File: config.mk
export PLATFORM = sky130hd
export DESIGN_NAME = multi_clk_div
export DESIGN_NICKNAME = d
export VERILOG_FILES = /design/src/rtl/clk_div_pkg.sv /design/src/rtl/clk_div_chan.sv /design/src/rtl/multi_clk_div.sv
export SDC_FILE = /design/constraint.sdc
export NUM_CORES = 1
export LEC_CHECK = 0
export ABC_AREA = 1
export ABC_CLOCK_PERIOD_IN_PS = 2400
export CORE_MARGIN = 2
export CORE_UTILIZATION = 53
export CTS_CLUSTER_SIZE = 40
export DETAILED_ROUTE_END_ITERATION = 8
export PLACE_DENSITY = 0.84
export SLEW_MARGIN = 20
export SYNTH_ARGS = -nofsm -noshare
export SYNTH_HDL_FRONTEND = slang
export SYNTH_SLANG_ARGS = --single-unit
File: constraint.sdc
create_clock -name i_ref_clk -period 2.4 [get_ports i_ref_clk]
set_input_delay 0.48 -clock i_ref_clk [delete_from_list [all_inputs] [get_ports i_ref_clk]]
set_output_delay 0.48 -clock i_ref_clk [all_outputs]
set_load 0.05 [all_outputs]
File: src/rtl/clk_div_pkg.sv
// Shared mode encoding, minimum ratio and phase-length helpers for the
// multi-channel clock divider.
package clk_div_pkg;

  typedef enum logic {
    MODE_BYPASS = 1'b0,
    MODE_DIVIDE = 1'b1
  } mode_e;

  localparam int unsigned MIN_RATIO = 2;

  // Low phase takes the odd cycle so an odd ratio gives a ceil/floor split.
  function automatic logic [31:0] low_len(input logic [31:0] n);
    return n - (n >> 1);
  endfunction

  function automatic logic [31:0] high_len(input logic [31:0] n);
    return n >> 1;
  endfunction

endpackage

File: src/rtl/clk_div_chan.sv
// One divider channel: double-buffered ratio, phase counter, divided-clock
// register, rising-edge tick and load acknowledge.
module clk_div_chan
  import clk_div_pkg::*;
#(
  parameter int WIDTH         = 8,
  parameter int DEFAULT_RATIO = 2
) (
  input  logic             i_ref_clk,
  input  logic             i_rst,
  input  logic             i_clk_en,
  input  logic [WIDTH-1:0] i_div_ratio,
  input  logic             i_load,
  input  logic             i_sync,
  output logic             o_div_clk,
  output logic             o_tick,
  output logic             o_load_ack
);

  localparam logic [WIDTH-1:0] RST_RATIO = WIDTH'(DEFAULT_RATIO);
  localparam logic [WIDTH-1:0] ONE       = WIDTH'(1);

  logic [WIDTH-1:0] act_q, act_d;
  logic [WIDTH-1:0] pend_q, pend_d;
  logic [WIDTH-1:0] cnt_q, cnt_d;
  logic             pf_q, pf_d;
  logic             dq_q, dq_d;
  logic             tick_q, tick_d;
  logic             ack_q, ack_d;
  logic [WIDTH-1:0] low_last;
  logic [WIDTH-1:0] high_last;
  mode_e            mode;

  assign mode      = (i_clk_en && (act_q >= WIDTH'(MIN_RATIO))) ? MODE_DIVIDE : MODE_BYPASS;
  assign low_last  = WIDTH'(low_len(32'(act_q))) - ONE;
  assign high_last = WIDTH'(high_len(32'(act_q))) - ONE;

  always_comb begin
    // NOTE: every next-state signal gets its default first, so no path leaves
    // one unassigned and no latch is inferred.
    act_d  = act_q;
    pend_d = pend_q;
    pf_d   = pf_q;
    cnt_d  = cnt_q;
    dq_d   = dq_q;
    tick_d = 1'b0;
    ack_d  = 1'b0;

    if (i_sync) begin
      // A same-cycle load bypasses the pending register and goes live at once.
      cnt_d = '0;
      dq_d  = 1'b0;
      if (i_load) begin
        act_d  = i_div_ratio;
        pend_d = i_div_ratio;
        pf_d   = 1'b0;
        ack_d  = 1'b1;
      end else if (pf_q) begin
        act_d = pend_q;
        pf_d  = 1'b0;
        ack_d = 1'b1;
      end
    end else begin
      if (mode == MODE_BYPASS) begin
        cnt_d = '0;
        dq_d  = 1'b0;
        if (pf_q) begin
          act_d = pend_q;
          pf_d  = 1'b0;
          ack_d = 1'b1;
        end
      end else if (!dq_q) begin
        if (cnt_q == low_last) begin
          dq_d   = 1'b1;
          cnt_d  = '0;
          tick_d = 1'b1;
        end else begin
          cnt_d = cnt_q + ONE;
        end
      end else begin
        // High-to-low edge closes the period: the only safe point to retune.
        if (cnt_q == high_last) begin
          dq_d  = 1'b0;
          cnt_d = '0;
          if (pf_q) begin
            act_d = pend_q;
            pf_d  = 1'b0;
            ack_d = 1'b1;
          end
        end else begin
          cnt_d = cnt_q + ONE;
        end
      end
      if (i_load) begin
        pend_d = i_div_ratio;
        pf_d   = 1'b1;
      end
    end
  end

  // NOTE: state registers use non-blocking assignments so each one samples the
  // pre-edge values, independent of statement order.
  always_ff @(posedge i_ref_clk or posedge i_rst) begin
    if (i_rst) begin
      act_q  <= RST_RATIO;
      pend_q <= RST_RATIO;
      pf_q   <= 1'b0;
      cnt_q  <= '0;
      dq_q   <= 1'b0;
      tick_q <= 1'b0;
      ack_q  <= 1'b0;
    end else begin
      act_q  <= act_d;
      pend_q <= pend_d;
      pf_q   <= pf_d;
      cnt_q  <= cnt_d;
      dq_q   <= dq_d;
      tick_q <= tick_d;
      ack_q  <= ack_d;
    end
  end

  assign o_div_clk  = i_rst ? 1'b0 : ((mode == MODE_DIVIDE) ? dq_q : i_ref_clk);
  assign o_tick     = tick_q;
  assign o_load_ack = ack_q;

endmodule

File: src/rtl/multi_clk_div.sv
// NUM_CH independent integer clock dividers from one reference clock, sharing
// a global re-phase sync.
module multi_clk_div #(
  parameter int NUM_CH        = 2,
  parameter int WIDTH         = 8,
  parameter int DEFAULT_RATIO = 2
) (
  input  logic                    i_ref_clk,
  input  logic                    i_rst,
  input  logic [NUM_CH-1:0]       i_clk_en,
  input  logic [NUM_CH*WIDTH-1:0] i_div_ratio,
  input  logic [NUM_CH-1:0]       i_load,
  input  logic                    i_sync,
  output logic [NUM_CH-1:0]       o_div_clk,
  output logic [NUM_CH-1:0]       o_tick,
  output logic [NUM_CH-1:0]       o_load_ack
);

  for (genvar c = 0; c < NUM_CH; c++) begin : g_ch
    clk_div_chan #(
      .WIDTH        (WIDTH),
      .DEFAULT_RATIO(DEFAULT_RATIO)
    ) u_chan (
      .i_ref_clk  (i_ref_clk),
      .i_rst      (i_rst),
      .i_clk_en   (i_clk_en[c]),
      .i_div_ratio(i_div_ratio[c*WIDTH +: WIDTH]),
      .i_load     (i_load[c]),
      .i_sync     (i_sync),
      .o_div_clk  (o_div_clk[c]),
      .o_tick     (o_tick[c]),
      .o_load_ack (o_load_ack[c])
    );
  end

endmodule

==> impl_metrics.toml <==
[setup_path]
arrival_ns = 2.08
critPathKind = "flip-flop to output pin"
worstReg2RegStart = "g_ch[0].u_chan.act_q[1]"
regToRegSetupSlack_ns = -0.11
rr_endpoint = "g_ch[0].u_chan.cnt_q[1]"
worst-r2r-cell-count = 14
crit_fanout = 4
cp-end-kind = "output pin"
start_kind = "flip-flop"
cp.required_ns = 1.92

[timing]
finalSetupViolCount = 20
max_slew.worst_pin.slew_ns = 0.532
fin_ws_ns = -0.159
whs_ns = 0.479
skew_ns = 0.0118
final_max_slew_viol_count = 0
period_share = 1.07
rsz0062_at_grt = "true"
finalCriticalPeriod_ns = 2.56
hold_viol_final = 0
max_freq_mhz = 391
max-slew-margin-rel = 0.645

[global_route]
grt-ovfl-total = 0
grt_usage = 0.273
grt_max_degree = 39
grt_pass1_vias = 4278
antenna_found_initial = 0
grt_pass1_wl_um = 19600

[floorplanning]
row_count = 33
die_y_um = 96.4
initial_core_util = 0.548
die_area_um2 = 9300
die_w_um = 96.4
design.core.area_um2 = 8260
io_pins = 29

[route]
drt-total-wl_um = 14500
vias = 4927
drt_pass1_iterations = 8
antenna_left = 0
wl_per_cell_um = 17.5
drt-initial-drc-count = 748
vias_per_cell = 5.96
post-route-drc-count = 0

[cells_and_area]
num-fill-cells = 547
syn_to_final_growth_pct = 26.8
post-route-util = 0.695
nets = 784
layout-drive-gt1-share = 0.241
antenna-diode-count = 0

[placed_design]
portBuffers = 28
detailed_place_hpwl_um = 8120
gp_congestion = 0.926

[status]
violations = "negative setup slack"
status = "finished with violations"

[clocking]
clkTransAtPathRegs_ns = 0.11
insertion_delay_ns = 0.44
cts_tree = "yes"

[worst_hold_path]
hold_path_end = "g_ch[0].u_chan.pend_q[1]"
worstHoldStart = "g_ch[0].u_chan.pend_q[1]"
worstHoldPathType = "flip-flop to flip-flop"
worstHoldPathCells = 2

[power]
power.leakage_uw = 0.00287
p_per_area_nw_per_um2 = 899
vdd.ir_drop.worst_uv = 637

[run]
drv_cap = 0

[synthesis]
yosys_warnings = 0
synth_cell_types = 39
syn_nets = 693
syn_area_um2 = 4530
synth-seq-cells = 56
seq_area_frac_synth = 0.311
netlist_instances = 630
syn_avg_cell_area_um2 = 7.19
[through the flow]
step           instances  total power, µW  TNS (ns)  instance area (µm²)  setup WS (ns)
2_1_floorplan        630             2870         0                 4530         0.0894
3_3_place_gp         793             3480    -0.242                 5200         -0.121
3_5_place_dp         793             3600    -0.747                 5200         -0.182
4_1_cts              810             4610         0                 5500     0.00000488
5_1_grt              827             5400     -3.45                 5740         -0.197
6_report             827             5160     -1.28                 5740         -0.159
[Yosys cell counts]
cell type / number / area [µm²]
o21ai_1: 2 / 10.0
nor2_1: 61 / 229
buf_4: 8 / 60.1
o21ai_2: 15 / 131
buf_8: 1 / 15.0
clkbuf_1: 6 / 22.5
or2_1: 1 / 6.26
o21bai_1: 4 / 30.0
a31oi_1: 4 / 25.0
a21oi_2: 2 / 17.5
dfrtp_1: 52 / 1300
nor3_2: 1 / 10.0
a21o_1: 1 / 7.51
fa_1: 2 / 40.0
nor2_4: 1 / 11.3
o21ai_0: 16 / 80.1
nand3_1: 39 / 195
clkinv_1: 2 / 7.51
nand2_4: 4 / 45.0
o211ai_1: 1 / 7.51
a211oi_1: 1 / 7.51
buf_2: 1 / 5.00
nand2_1: 207 / 777
a21boi_2: 2 / 22.5
nand4_1: 6 / 37.5
a21oi_1: 15 / 75.1
nor3_1: 3 / 15.0
nand3b_1: 9 / 67.6
inv_2: 2 / 7.51
nor2_2: 3 / 18.8
ha_1: 38 / 475
xnor2_1: 17 / 149
buf_6: 2 / 22.5
buf_12: 1 / 20.0
xor2_1: 18 / 158
dfstp_2: 4 / 105
nand2_2: 5 / 31.3
inv_1: 72 / 270
nand3_2: 1 / 10.0
[worst max-delay path by stage]
stage                            start                       to  slack, ns  cells after the start
2_1_floorplan  g_ch[1].u_chan.act_q[1]  g_ch[1].u_chan.cnt_q[0]       0.09                     11
3_3_place_gp                 i_ref_clk             o_div_clk[1]      -0.12                      3
3_5_place_dp   g_ch[1].u_chan.act_q[4]             o_div_clk[1]      -0.18                      9
4_1_cts        g_ch[1].u_chan.act_q[1]  g_ch[1].u_chan.cnt_q[7]   0.000005                     13
5_1_grt        g_ch[1].u_chan.act_q[3]             o_div_clk[1]      -0.20                     10
6_report       g_ch[0].u_chan.act_q[6]             o_div_clk[0]      -0.16                      8
[worst max-delay path: stages, from the launching register on]
cell	delay, ns
dfrtp_1	0.41
inv_2	0.15
ha_4	0.17
a21boi_4	0.21
nand3_2	0.15
nand2_2	0.12
nor2_2	0.04
nor3_2	0.20
buf_6	0.20
[what timing repair did]
item / 4_1_cts / 5_1_grt
resized for setup: 41 / 35
setup buffers: 5 / 17
pin swaps: 15 / 32
hold buffers: 0 / 0
endpoints found under the hold margin: 0 / 0
endpoints found under the setup margin: 21 / 23
[layout make-up]
class	count	area, µm²	area share
Multi-Input combinational cell	479	2890	0.504
Sequential cell	56	1410	0.245
Timing Repair Buffer	97	831	0.145
Inverter	76	285	0.0497
Clock inverter	3	47.5	0.00828
Clock buffer	11	146	0.0255
Tap cell	105	131	0.0229
[kinds of logic after synthesis]
kind of cell	Yosys count	synth area share
adder cells (fa/ha/maj)	40	0.114
flip-flops	56	0.311
XOR/XNOR	35	0.0677
AND/OR/NAND/NOR	341	0.321
AO/OA/AOI/OAI	63	0.0915
buffers and inverters	95	0.0951
[cells in the final DEF (no fill, tap or decap), types with 18 or more instances in the layout]
cell type / synthesis / routed
buf_4: 8 / 68
clkdlybuf4s50_1: 0 / 26
dfrtp_1: 52 / 52
ha_1: 38 / 28
inv_1: 72 / 55
inv_2: 2 / 19
nand2_1: 207 / 204
nand3_1: 39 / 35
nor2_1: 61 / 50
xor2_1: 18 / 18
[routing by layer]
layer  GRT usage  vias up  wire (µm)
met3      0.0504      114       1510
met2       0.442      419       6480
met4       0.138        0        964
li1            -     2161          -
met1       0.351     2233       5540
met5           0        -          0
[sequential cells by signal (all words and copies together) (netlist names)]
| name | count |
|---|---|
| g_ch.u_chan.o_tick | 2 |
| g_ch.u_chan.pf_q | 2 |
| g_ch.u_chan.act_q | 16 |
| g_ch.u_chan.cnt_q | 16 |
| g_ch.u_chan.pend_q | 16 |
| g_ch.u_chan.o_load_ack | 2 |
| g_ch.u_chan.dq_q | 2 |
[report_power, final]
part | internal, µW | switching, µW
Sequential | 1060 | 100
Combinational | 1280 | 1770
Clock | 494 | 464
No activity file was read; power rests on OpenSTA's default activity.
